<file path="src/rtl/fetch_pkg.sv">
// Shared types and constants for the instruction-fetch stage.
package fetch_pkg;

  localparam int unsigned XLEN = 32;

  localparam logic [XLEN-1:0] NOP_INSTR        = 32'h0000_0000;
  localparam logic [XLEN-1:0] RESET_PC_DEFAULT = 32'h0000_0000;

  typedef enum logic [1:0] {
    RUN   = 2'd0,
    HOLD  = 2'd1,
    DRAIN = 2'd2
  } fetch_state_t;

  // IF/ID payload
  typedef struct packed {
    logic [XLEN-1:0] instr;
    logic [XLEN-1:0] pcplus4;
  } ifid_t;

  // Word-align a PC; the low two bits are dropped.
  function automatic logic [XLEN-1:0] align_pc(input logic [XLEN-1:0] a);
    return a & ~XLEN'(32'h3);
  endfunction

endpackage

</file>
<file path="src/rtl/fetch_stage_if_id_reg.sv">
// IF/ID pipeline register; flush wins over enable and inserts a NOP bubble.
module if_id_reg
  import fetch_pkg::*;
(
  input  logic            clk,
  input  logic            reset_n,
  input  logic            en,
  input  logic            flush,
  input  ifid_t           d,
  output logic [XLEN-1:0] instr_d,
  output logic [XLEN-1:0] pcplus4_d,
  output logic            valid_d
);

  always_ff @(posedge clk or negedge reset_n) begin
    if (!reset_n) begin
      instr_d   <= NOP_INSTR;
      pcplus4_d <= '0;
      valid_d   <= 1'b0;
    end else if (flush) begin
      instr_d   <= NOP_INSTR;
      pcplus4_d <= '0;
      valid_d   <= 1'b0;
    end else if (en) begin
      instr_d   <= d.instr;
      pcplus4_d <= d.pcplus4;
      valid_d   <= 1'b1;
    end
  end

endmodule

</file>
<file path="src/rtl/fetch_stage.sv">
// Instruction fetch: PC, imem handshake, stall holding and redirect draining,
// feeding the IF/ID register.
module fetch_stage
  import fetch_pkg::*;
#(
  parameter logic [31:0] RESET_PC = RESET_PC_DEFAULT
) (
  input  logic        clk,
  input  logic        reset_n,
  output logic [31:0] imem_addr,
  output logic        imem_req,
  input  logic [31:0] imem_rdata,
  input  logic        imem_ready,
  input  logic        stall_d,
  input  logic        redirect_valid,
  input  logic [31:0] redirect_target,
  output logic [31:0] instr_d,
  output logic [31:0] pcplus4_d,
  output logic        valid_d
);

  fetch_state_t    state_q, state_n;
  logic [XLEN-1:0] pc_f, pc_n;
  logic [XLEN-1:0] hold_instr, hold_n;
  logic [XLEN-1:0] redir_pc, redir_n;
  logic [XLEN-1:0] pc_plus4;
  logic [XLEN-1:0] target;
  logic            ifid_en;
  logic            ifid_flush;
  ifid_t           ifid_in;

  assign pc_plus4  = pc_f + XLEN'(4);
  assign target    = align_pc(redirect_target);
  assign imem_addr = pc_f;
  // HOLD already owns the returned word, so no request is outstanding there
  assign imem_req  = reset_n & (state_q != HOLD);

  always_ff @(posedge clk or negedge reset_n) begin
    if (!reset_n) begin
      state_q    <= RUN;
      pc_f       <= RESET_PC;
      hold_instr <= '0;
      redir_pc   <= '0;
    end else begin
      state_q    <= state_n;
      pc_f       <= pc_n;
      hold_instr <= hold_n;
      redir_pc   <= redir_n;
    end
  end

  always_comb begin
    state_n         = state_q;
    pc_n            = pc_f;
    hold_n          = hold_instr;
    redir_n         = redir_pc;
    ifid_en         = 1'b0;
    ifid_flush      = 1'b0;
    ifid_in.instr   = imem_rdata;
    ifid_in.pcplus4 = pc_plus4;

    unique case (state_q)
      RUN: begin
        if (redirect_valid && imem_ready) begin
          pc_n       = target;
          ifid_flush = 1'b1;
        end else if (redirect_valid) begin
          redir_n    = target;
          ifid_flush = 1'b1;
          state_n    = DRAIN;
        end else if (imem_ready && !stall_d) begin
          ifid_en = 1'b1;
          pc_n    = pc_plus4;
        end else if (imem_ready) begin
          hold_n  = imem_rdata;
          state_n = HOLD;
        end
      end

      HOLD: begin
        if (redirect_valid) begin
          pc_n       = target;
          ifid_flush = 1'b1;
          state_n    = RUN;
        end else if (!stall_d) begin
          ifid_en       = 1'b1;
          ifid_in.instr = hold_instr;
          pc_n          = pc_plus4;
          state_n       = RUN;
        end
      end

      DRAIN: begin
        // Wrong-path word is dropped; the slot stays a bubble regardless of stall
        ifid_flush = 1'b1;
        if (redirect_valid) redir_n = target;
        if (imem_ready) begin
          pc_n    = redirect_valid ? target : redir_pc;
          state_n = RUN;
        end
      end

      default: state_n = RUN;
    endcase
  end

  if_id_reg u_if_id_reg (
    .clk       (clk),
    .reset_n   (reset_n),
    .en        (ifid_en),
    .flush     (ifid_flush),
    .d         (ifid_in),
    .instr_d   (instr_d),
    .pcplus4_d (pcplus4_d),
    .valid_d   (valid_d)
  );

endmodule

</file>
<file path="config.mk">
export PLATFORM = sky130hd
export DESIGN_NAME = fetch_stage
export DESIGN_NICKNAME = d
export VERILOG_FILES = /design/src/rtl/fetch_pkg.sv /design/src/rtl/fetch_stage_if_id_reg.sv /design/src/rtl/fetch_stage.sv
export SDC_FILE = /design/constraint.sdc
export NUM_CORES = 1
export LEC_CHECK = 0
export CAP_MARGIN = 20
export CELL_PAD_IN_SITES_DETAIL_PLACEMENT = 1
export CELL_PAD_IN_SITES_GLOBAL_PLACEMENT = 2
export CORE_ASPECT_RATIO = 0.5
export CORE_MARGIN = 2
export CORE_UTILIZATION = 35
export DETAILED_ROUTE_END_ITERATION = 12
export GPL_ROUTABILITY_DRIVEN = 0
export PLACE_DENSITY_LB_ADDON = 0.1
export SLEW_MARGIN = 25
export SYNTH_ARGS = -nofsm -noshare
export SYNTH_HDL_FRONTEND = slang
export SYNTH_SLANG_ARGS = --single-unit
</file>
<file path="constraint.sdc">
create_clock -name clk -period 5.93 [get_ports clk]
set_input_delay 1.186 -clock clk [delete_from_list [all_inputs] [get_ports clk]]
set_output_delay 1.186 -clock clk [all_outputs]
set_load 0.1 [all_outputs]
</file>
* Yosys cells after proc, flatten, opt, wreduce, memory -nomap -nowiden *
Index checks and enable logic that the tools add are counted.

operators by class
  add/sub/neg operators = 1
  multipliers = 0
  div/mod/pow operators = 0
  magnitude comparators = 0
  equality and inequality tests = 10
  shift operators = 0
  multiplexer cells = 36
  bitwise logic cells = 4
  reduce and logical (&&, ||, !) cells = 11

operators by type and width
  operator                 number
  $mux W32                 15
  $pmux W32 S3             1
  $pmux W32 S2             1
  $add A32 B3 Y32 const B  1
  $ne A3 B3 Y1 const B     5
  $reduce_and A5 Y1        3
  $mux W2                  7
  $mux W1                  9
  $pmux W2 S3              1
  $ne A2 B2 Y1 const B     2
  $reduce_bool A2 Y1       2
  $not A1 Y1               3
  $pmux W1 S3              1
  $reduce_bool A3 Y1       1
  $eq A2 B1 Y1 const B     1
  $eq A2 B2 Y1 const B     1
  $logic_and A1 B1 Y1      2
  $logic_not A2 Y1         1
  $ne A2 B1 Y1 const B     1
  $pmux W1 S2              1
  $reduce_and A2 Y1        1
  $and A1 B1 Y1            1
  $logic_not A1 Y1         1

word-level totals
  flip-flop bits (word level) = 163
  latch bits = 0
  bits in writable memories = 0
  memory bits (read-only) = 0
  bits of input ports = 69
  output and inout port bits = 98
  logic and storage cells = 69
  memories = 0

* Depth between registers and ports, before layout *
Gate-level depths: netlist (run 1).

  depth in word-level cells = 8
  mapped depth = 10
  gate-level depth less buffers = 7

* Hierarchy *
Synthesis (run 1) repeated with hierarchy kept, for this count alone.

unflattened totals
  cell total of the unflattened synthesis = 830
  area total of the unflattened synthesis = 8893.5 sq um

modules (own cells, without submodules)
  module       times used  cells each  area each (sq um)  sequential area each (sq um)
  fetch_stage  1           621         6256.0             2452.4
  if_id_reg    1           209         2637.5             1626.6

* Least setup slack after synthesis (run 1) *
No wires, ideal clock.

  path kind = input to output
  from = input port reset_n
  to = output port imem_req
  arrival = 2.520 ns
  data required time = 4.744 ns
  path slack = 2.224 ns
  stages on the path = 1
  buffers on the path = 0
  cells stage by stage = nor2b_1

on the way
  longest elaborated chain between the ends = 1

ends and longest elaborated chain
  item             RTL line           source
  start, declared  fetch_stage.sv:9   input logic reset_n,
  $and A1 B1 Y1    fetch_stage.sv:36  assign imem_req = reset_n & (state_q != HOLD);
  end, declared    fetch_stage.sv:11  output logic imem_req,

No other way between the ends.

* Final worst setup path (run 1) *
  from = register state_q[1]
  to = register pc_f[21] (netlist: imem_addr[21])

on the way
  longest elaborated chain between the ends = 3
  elaborated cells between the ends (all ways) = 10
  classes of those cells = eq/ne: 6; mux: 1; reduce/logical: 3

ends and longest elaborated chain
  item                                                  RTL line           source
  start, declared                                       fetch_stage.sv:22  fetch_state_t state_q, state_n;
  start signal, assigned                                fetch_stage.sv:45  state_q <= state_n;
  $eq A2 B1 Y1, or another cell as far along            fetch_stage.sv:62  unique case (state_q)
  $ne A3 B3 Y1 (no line), or another cell as far along  --
  $reduce_and A5 Y1 (no line)                           --
  end signal, assigned                                  fetch_stage.sv:46  pc_f <= pc_n;
  end, declared                                         fetch_stage.sv:23  logic [XLEN-1:0] pc_f, pc_n;

Several ways; a longest one is shown, not always the timed one.
A chain may end at the register's enable or synchronous reset.

==> flow_summary.ini, run 1 <==
[worst_setup_path]
cpPeakStageDelay_ns = 0.53
cp_common_cell = sky130_fd_sc_hd__inv_1
cpLargestDelayFamily = buffers and inverters
sort_of_element_at_the_start_of_the_critical_path = register
timing.setup.critical_path_class = register to register
timing.critical_path.required_ns = 6.24
timing.critical_path.to_type = register
worstPathBufferInverterCount = 3
timing.critical_path.fanout_max = 45
slowest_stage = sky130_fd_sc_hd__nand2_1
crit_arrival_ns = 3.99
critical_path.cell_chain = inv_1, ha_1, buf_4, inv_1, o22ai_1, nand2_1, a22o_1, or4_1

[sta]
setup-tns-final_ns = 0
final_hold_viol_count = 0
clock.fmax_mhz = 272
timing.final.max_slew_violations = 0
post-route-worst-setup-slack_ns = 2.25
worst_pin_slew_ns = 1.05
layout_worst_path_cycle_share = 0.621
finalHoldWorstSlack_ns = 0.480
period_minus_slack_ns = 3.68
setup_viol = 0
setup_repair_after_global_routing_missed_its_margin = no
slew-limit-headroom = 0.295
finalClockSkew_ns = 0.00961

[floorplan]
die_w_um = 224
die-area_um2 = 25600
fp.coreArea_um2 = 23900
die-height_um = 114
fp-row-count = 40
starting_utilization_of_the_core_area = 0.356
top_level_ports = 167

[power]
power.sequential.fraction = 0.300
clkPwrFrac = 0.189
power_switching_share = 0.496
power.combinational.fraction = 0.511
netSwitchingPower_mw = 3.06
static-leakage-power_nw = 4.36
vdd_ir_drop_max_v = 0.000332
power_mw = 6.17
cellPowerDensity_nw_per_um2 = 559
int_pwr_mw = 3.11

[detailed_routing]
count_of_antenna_violating_nets_left_after_detailed_routing = 0
post-route-drc-count = 0
dr.first_iter.drc_count = 548
routedWlPerCell_um = 22.0
viasPerCell = 5.56
dr_total_vias = 7264
final_wl_um = 28800
drt_pre_antenna_iters = 5

[clock_tree]
clock_tree_from_tritoncts = built
clk_root_buffer_cell = sky130_fd_sc_hd__clkbuf_16
insertion_delay_ns = 0.45
cts.htree.levels = 4
ctsHoldBuffers = 0
post-cts-setup-buffer-count = 0
clock_pin_slew_on_the_worst_setup_and_hold_paths_ns = 0.07
clk_path_buf_depth = 2
numCtsBuffers = 17
post_cts_sizing = 0
cts_sinks = 163

[finish]
seq_area_um2 = 4080
postLayoutCoreUtil = 0.462
fin_cells = 1307
antenna_cells = 0
drive_above_1_share = 0.114
finish.net_count = 1053
most_used_cells_in_the_layout_excluding_fill_and_tap_cells = sky130_fd_sc_hd__dfrtp_1, sky130_fd_sc_hd__clkdlybuf4s50_1, sky130_fd_sc_hd__nand2_1
synthToLayoutAreaGrowth_pct = 29.8
multi_input_comb_area_um2 = 4120
fillerInstances = 2630
final_common_cell = sky130_fd_sc_hd__dfrtp_1
final_design_area_no_fill_um2 = 11000

[placed_design]
dp.final_hpwl_um = 19100
post_dp_cell_area_um2 = 10400
worst_setup_slack_after_placement_ns = 1.80
placedCellCount = 1276
port_buffers = 164

[synth]
synth-compound-area-share = 0.183
synth_simple_gate_area_share = 0.135
part_of_the_yosys_area_used_for_sequential_elements = 0.479
yosys-top-cells-area = sky130_fd_sc_hd__dfrtp_1, sky130_fd_sc_hd__mux2_2, sky130_fd_sc_hd__mux2i_1
synth-warning-count = 0
muxShareOfSynthArea = 0.128
synth_top_family_by_area = compound AO/OA/AOI/OAI gates
syn-instance-count = 848
synthesis.area_um2 = 8510
synth-seq-cells = 163
synth-async-reset-ratio = 1.00
post_synth.cell_area_avg_um2 = 10.0
synth_fp_nets = 921
netlist-cell-type-count = 64
synthXorXnorAreaFrac = 0.0268
synth_top_cell_by_area = sky130_fd_sc_hd__dfrtp_1
yosys_most_used_dff = sky130_fd_sc_hd__dfrtp_1
synth-edff-count = 0
post_synth_fa_ha_maj_area_fraction = 0.00588
netlist.area_leader.share = 0.479

[run_status]
status = finished clean

[global_routing]
antenna_violations_before_repair = 0
global_route.usage.total = 0.233
grt-ovfl-total = 0
grt_pass1_wl_um = 45300
use_met3 = 0.0454
groute.layer.met2.usage = 0.355
global_route.usage.met1 = 0.337
globalRoute.busiestLayer = met2
first_global_vias = 7624
grt_start_max_net_pins = 58

[hold_path]
holdCritPathClass = register to register

[run]
cap_viol_max_count = 0
sequential cells by signal (all words and copies together), names as in the netlist:
signal and cells:
hold_instr 32, imem_addr 32, redir_pc 32, state_q 2, u_if_id_reg.instr_d 32, u_if_id_reg.pcplus4_d 32, u_if_id_reg.valid_d 1
worst paths after layout:
kind	depth (start not counted)	end	slack (ns)	from
max	8	imem_addr[21]	2.25	state_q[1]
min	1	redir_pc[1]	0.48	redir_pc[1]
max reg2reg	8	imem_addr[21]	2.25	state_q[1]
min reg2reg	1	redir_pc[1]	0.48	redir_pc[1]
max in group asynchronous	3	imem_addr[31]	4.01	reset_n
min in group asynchronous	1	u_if_id_reg.instr_d[10]	0.68	reset_n
cell usage after synthesis (6+ instances only):
cell	n
sky130_fd_sc_hd__nor4_1	6
sky130_fd_sc_hd__mux2_1	18
sky130_fd_sc_hd__o22ai_1	6
sky130_fd_sc_hd__mux2i_1	37
sky130_fd_sc_hd__nor3_1	14
sky130_fd_sc_hd__nand2_1	81
sky130_fd_sc_hd__o21ai_0	38
sky130_fd_sc_hd__o211ai_1	11
sky130_fd_sc_hd__buf_2	21
sky130_fd_sc_hd__nand4_1	10
sky130_fd_sc_hd__inv_1	17
sky130_fd_sc_hd__o31ai_1	7
sky130_fd_sc_hd__xnor2_1	16
sky130_fd_sc_hd__a21oi_1	40
sky130_fd_sc_hd__nor2_1	58
sky130_fd_sc_hd__xor2_1	10
sky130_fd_sc_hd__o21ai_1	35
sky130_fd_sc_hd__mux2_2	46
sky130_fd_sc_hd__a211oi_1	25
sky130_fd_sc_hd__a221oi_1	10
sky130_fd_sc_hd__dfrtp_1	163
sky130_fd_sc_hd__a22o_1	14
sky130_fd_sc_hd__clkbuf_1	43
sky130_fd_sc_hd__a22oi_1	12
sky130_fd_sc_hd__and3_1	8
sky130_fd_sc_hd__nand3_1	22
final cells by class:
cell class	count	share of cell area
clock buffer	20	0.0404
clock inverter	11	0.0140
inverter	17	0.00578
multi-input combinational	599	0.373
sequential	163	0.369
tap	315	0.0357
timing repair buffer	182	0.162
worst register-to-register path, stage by stage, from the launching register on:
cell                      delay [ns]
sky130_fd_sc_hd__dfrtp_1        0.40
sky130_fd_sc_hd__inv_1          0.10
sky130_fd_sc_hd__ha_1           0.28
sky130_fd_sc_hd__buf_4          0.46
sky130_fd_sc_hd__inv_1          0.53
sky130_fd_sc_hd__o22ai_1        0.33
sky130_fd_sc_hd__nand2_1        0.53
sky130_fd_sc_hd__a22o_1         0.43
sky130_fd_sc_hd__or4_1          0.50
cell families after synthesis:
logic type | after synthesis
multiplexers | 101
AO/OA/AOI/OAI | 236
adder cells (fa/ha/maj) | 4
XOR/XNOR | 26
AND/OR/NAND/NOR | 232
flip-flops | 163
buffers and inverters | 86
power by group through the flow:
stage | combinational [mW] | clock [mW] | sequential [mW]
finish | 3.16 | 1.16 | 1.85
detailed placement | 3.15 | 0 | 1.86
floorplan | 1.36 | 0 | 2.71
global route | 3.37 | 1.24 | 1.90
global placement | 3.11 | 0 | 1.84
CTS | 3.17 | 1.20 | 1.85
routing by layer:
metal,wire (um),vias up
met2,12800,152
met5,0,-
met3,1170,29
met4,375,0
met1,14500,3712
li1,-,3371
Note: power is estimated with default switching activity, not from simulation.
==> inputs of run 2 (changes only) <==
--- a/config.mk
+++ b/config.mk
@@ -10,7 +10,7 @@
 export CELL_PAD_IN_SITES_GLOBAL_PLACEMENT = 2
 export CORE_ASPECT_RATIO = 0.5
 export CORE_MARGIN = 2
-export CORE_UTILIZATION = 35
+export CORE_UTILIZATION = 33
 export DETAILED_ROUTE_END_ITERATION = 12
 export GPL_ROUTABILITY_DRIVEN = 0
 export PLACE_DENSITY_LB_ADDON = 0.1
==> constraint.sdc (replaced) <==
create_clock -name clk -period 3.6 [get_ports clk]
set_input_delay 0.72 -clock clk [delete_from_list [all_inputs] [get_ports clk]]
set_output_delay 0.72 -clock clk [all_outputs]
set_load 0.1 [all_outputs]
==> flow_summary.ini, run 2 (synthesis gave the netlist of run 1 again) <==
[power]
cellPowerDensity_nw_per_um2 = 909
vdd_ir_drop_max_v = 0.000584
power_mw = 10.2
static-leakage-power_nw = 4.54

[detailed_routing]
count_of_antenna_violating_nets_left_after_detailed_routing = 0
routedWlPerCell_um = 21.7
drt_pre_antenna_iters = 6
dr.first_iter.drc_count = 550
final_wl_um = 29600
post-route-drc-count = 0
viasPerCell = 5.42
dr_total_vias = 7381

[worst_setup_path]
timing.critical_path.required_ns = 3.99
cpPeakStageDelay_ns = 0.81
timing.critical_path.fanout_max = 17
sort_of_element_at_the_start_of_the_critical_path = register
slowest_stage = sky130_fd_sc_hd__o21a_1
timing.setup.critical_path_class = register to register
crit_arrival_ns = 3.21
timing.critical_path.to_type = register
critical_path.cell_chain = inv_1, ha_1, o21a_1, a221o_1, o21ai_0, a21oi_1, o221a_2

[sta]
layout_worst_path_cycle_share = 0.784
setup_repair_after_global_routing_missed_its_margin = no
clock.fmax_mhz = 354
timing.final.max_slew_violations = 0
period_minus_slack_ns = 2.82
final_hold_viol_count = 0
slew-limit-headroom = 0.309
setup_viol = 0
setup-tns-final_ns = 0
worst_pin_slew_ns = 1.03
post-route-worst-setup-slack_ns = 0.778
finalClockSkew_ns = 0.00724

[clock_tree]
clock_pin_slew_on_the_worst_setup_and_hold_paths_ns = 0.07
clk_path_buf_depth = 2
clock_tree_from_tritoncts = built
cts.htree.levels = 4
cts_sinks = 163
clk_root_buffer_cell = sky130_fd_sc_hd__clkbuf_16
ctsHoldBuffers = 0
numCtsBuffers = 17
post-cts-setup-buffer-count = 0
post_cts_sizing = 0
insertion_delay_ns = 0.45

[finish]
finish.net_count = 1078
drive_above_1_share = 0.168
final_common_cell = sky130_fd_sc_hd__dfrtp_1
fillerInstances = 2829
antenna_cells = 0
final_design_area_no_fill_um2 = 11200
postLayoutCoreUtil = 0.445
synthToLayoutAreaGrowth_pct = 31.9
most_used_cells_in_the_layout_excluding_fill_and_tap_cells = sky130_fd_sc_hd__dfrtp_1, sky130_fd_sc_hd__clkdlybuf4s50_1, sky130_fd_sc_hd__nand2_1

[placed_design]
dp.final_hpwl_um = 19900
port_buffers = 164
post_dp_cell_area_um2 = 10600
worst_setup_slack_after_placement_ns = 0.497

[run_status]
status = finished clean

[global_routing]
antenna_violations_before_repair = 0
grt-ovfl-total = 0
first_global_vias = 7850
global_route.usage.total = 0.226
grt_start_max_net_pins = 164
grt_pass1_wl_um = 46900

[floorplan]
die-area_um2 = 27200
top_level_ports = 167
starting_utilization_of_the_core_area = 0.337
die_w_um = 231
fp-row-count = 41
fp.coreArea_um2 = 25200
die-height_um = 118

[hold_path]
holdCritPathClass = input port to asynchronous set/reset pin

[run]
cap_viol_max_count = 0
-- run 2: cell type report --
| type | instances | area (um^2) | area share |
|---|---|---|---|
| multi-input cells | 599 | 4110 | 0.366 |
| repair buffers | 207 | 1970 | 0.175 |
| well taps | 344 | 430 | 0.0384 |
| clock buffers | 19 | 453 | 0.0404 |
| inverters | 17 | 63.8 | 0.00569 |
| flip-flops and latches | 163 | 4080 | 0.364 |
| clock inverters | 13 | 124 | 0.0110 |
-- run 2: critical path, delay by kind of cell, from the launching register on --
kind / cells / cell delay, ns
compound gates: 5 / 1.64
fa+ha+maj: 1 / 0.60
buf+inv: 1 / 0.12
flops: 1 / 0.41
-- run 2: where the power goes --
part,switching (mW),total (mW),internal (mW)
combinational,3.70,5.35,1.64
sequential,0.573,3.01,2.43
clock,0.841,1.84,1.00
total,5.12,10.2,5.08
-- run 2: path summary, 6_finish.rpt --
path                             start                endpoint  slack, ns  depth (start not counted)
min in group clk           redir_pc[1]             redir_pc[1]       0.48                          1
min reg2reg                redir_pc[1]             redir_pc[1]       0.48                          1
max reg2reg                 state_q[0]           imem_addr[25]       0.78                          7
min                            reset_n  u_if_id_reg.instr_d[9]       0.24                          2
max in group asynchronous      reset_n              state_q[1]       2.43                          3
max                         state_q[0]           imem_addr[25]       0.78                          7
-- run 2: through the flow --
step	hold WS, ns	instances
6_report	0.236	1362
5_1_grt	0.251	1362
4_1_cts	0.485	1361
3_5_place_dp	0.463	1329
3_3_place_gp	0.461	1329
2_1_floorplan	0.424	848
-- run 2: per-layer routing --
layer	vias to the layer above	part of all wire	track usage
met5	-	0	0
met4	0	0.011	0.0552
met3	23	0.044	0.0477
met2	168	0.44	0.341
met1	3773	0.50	0.329
li1	3417	-	-
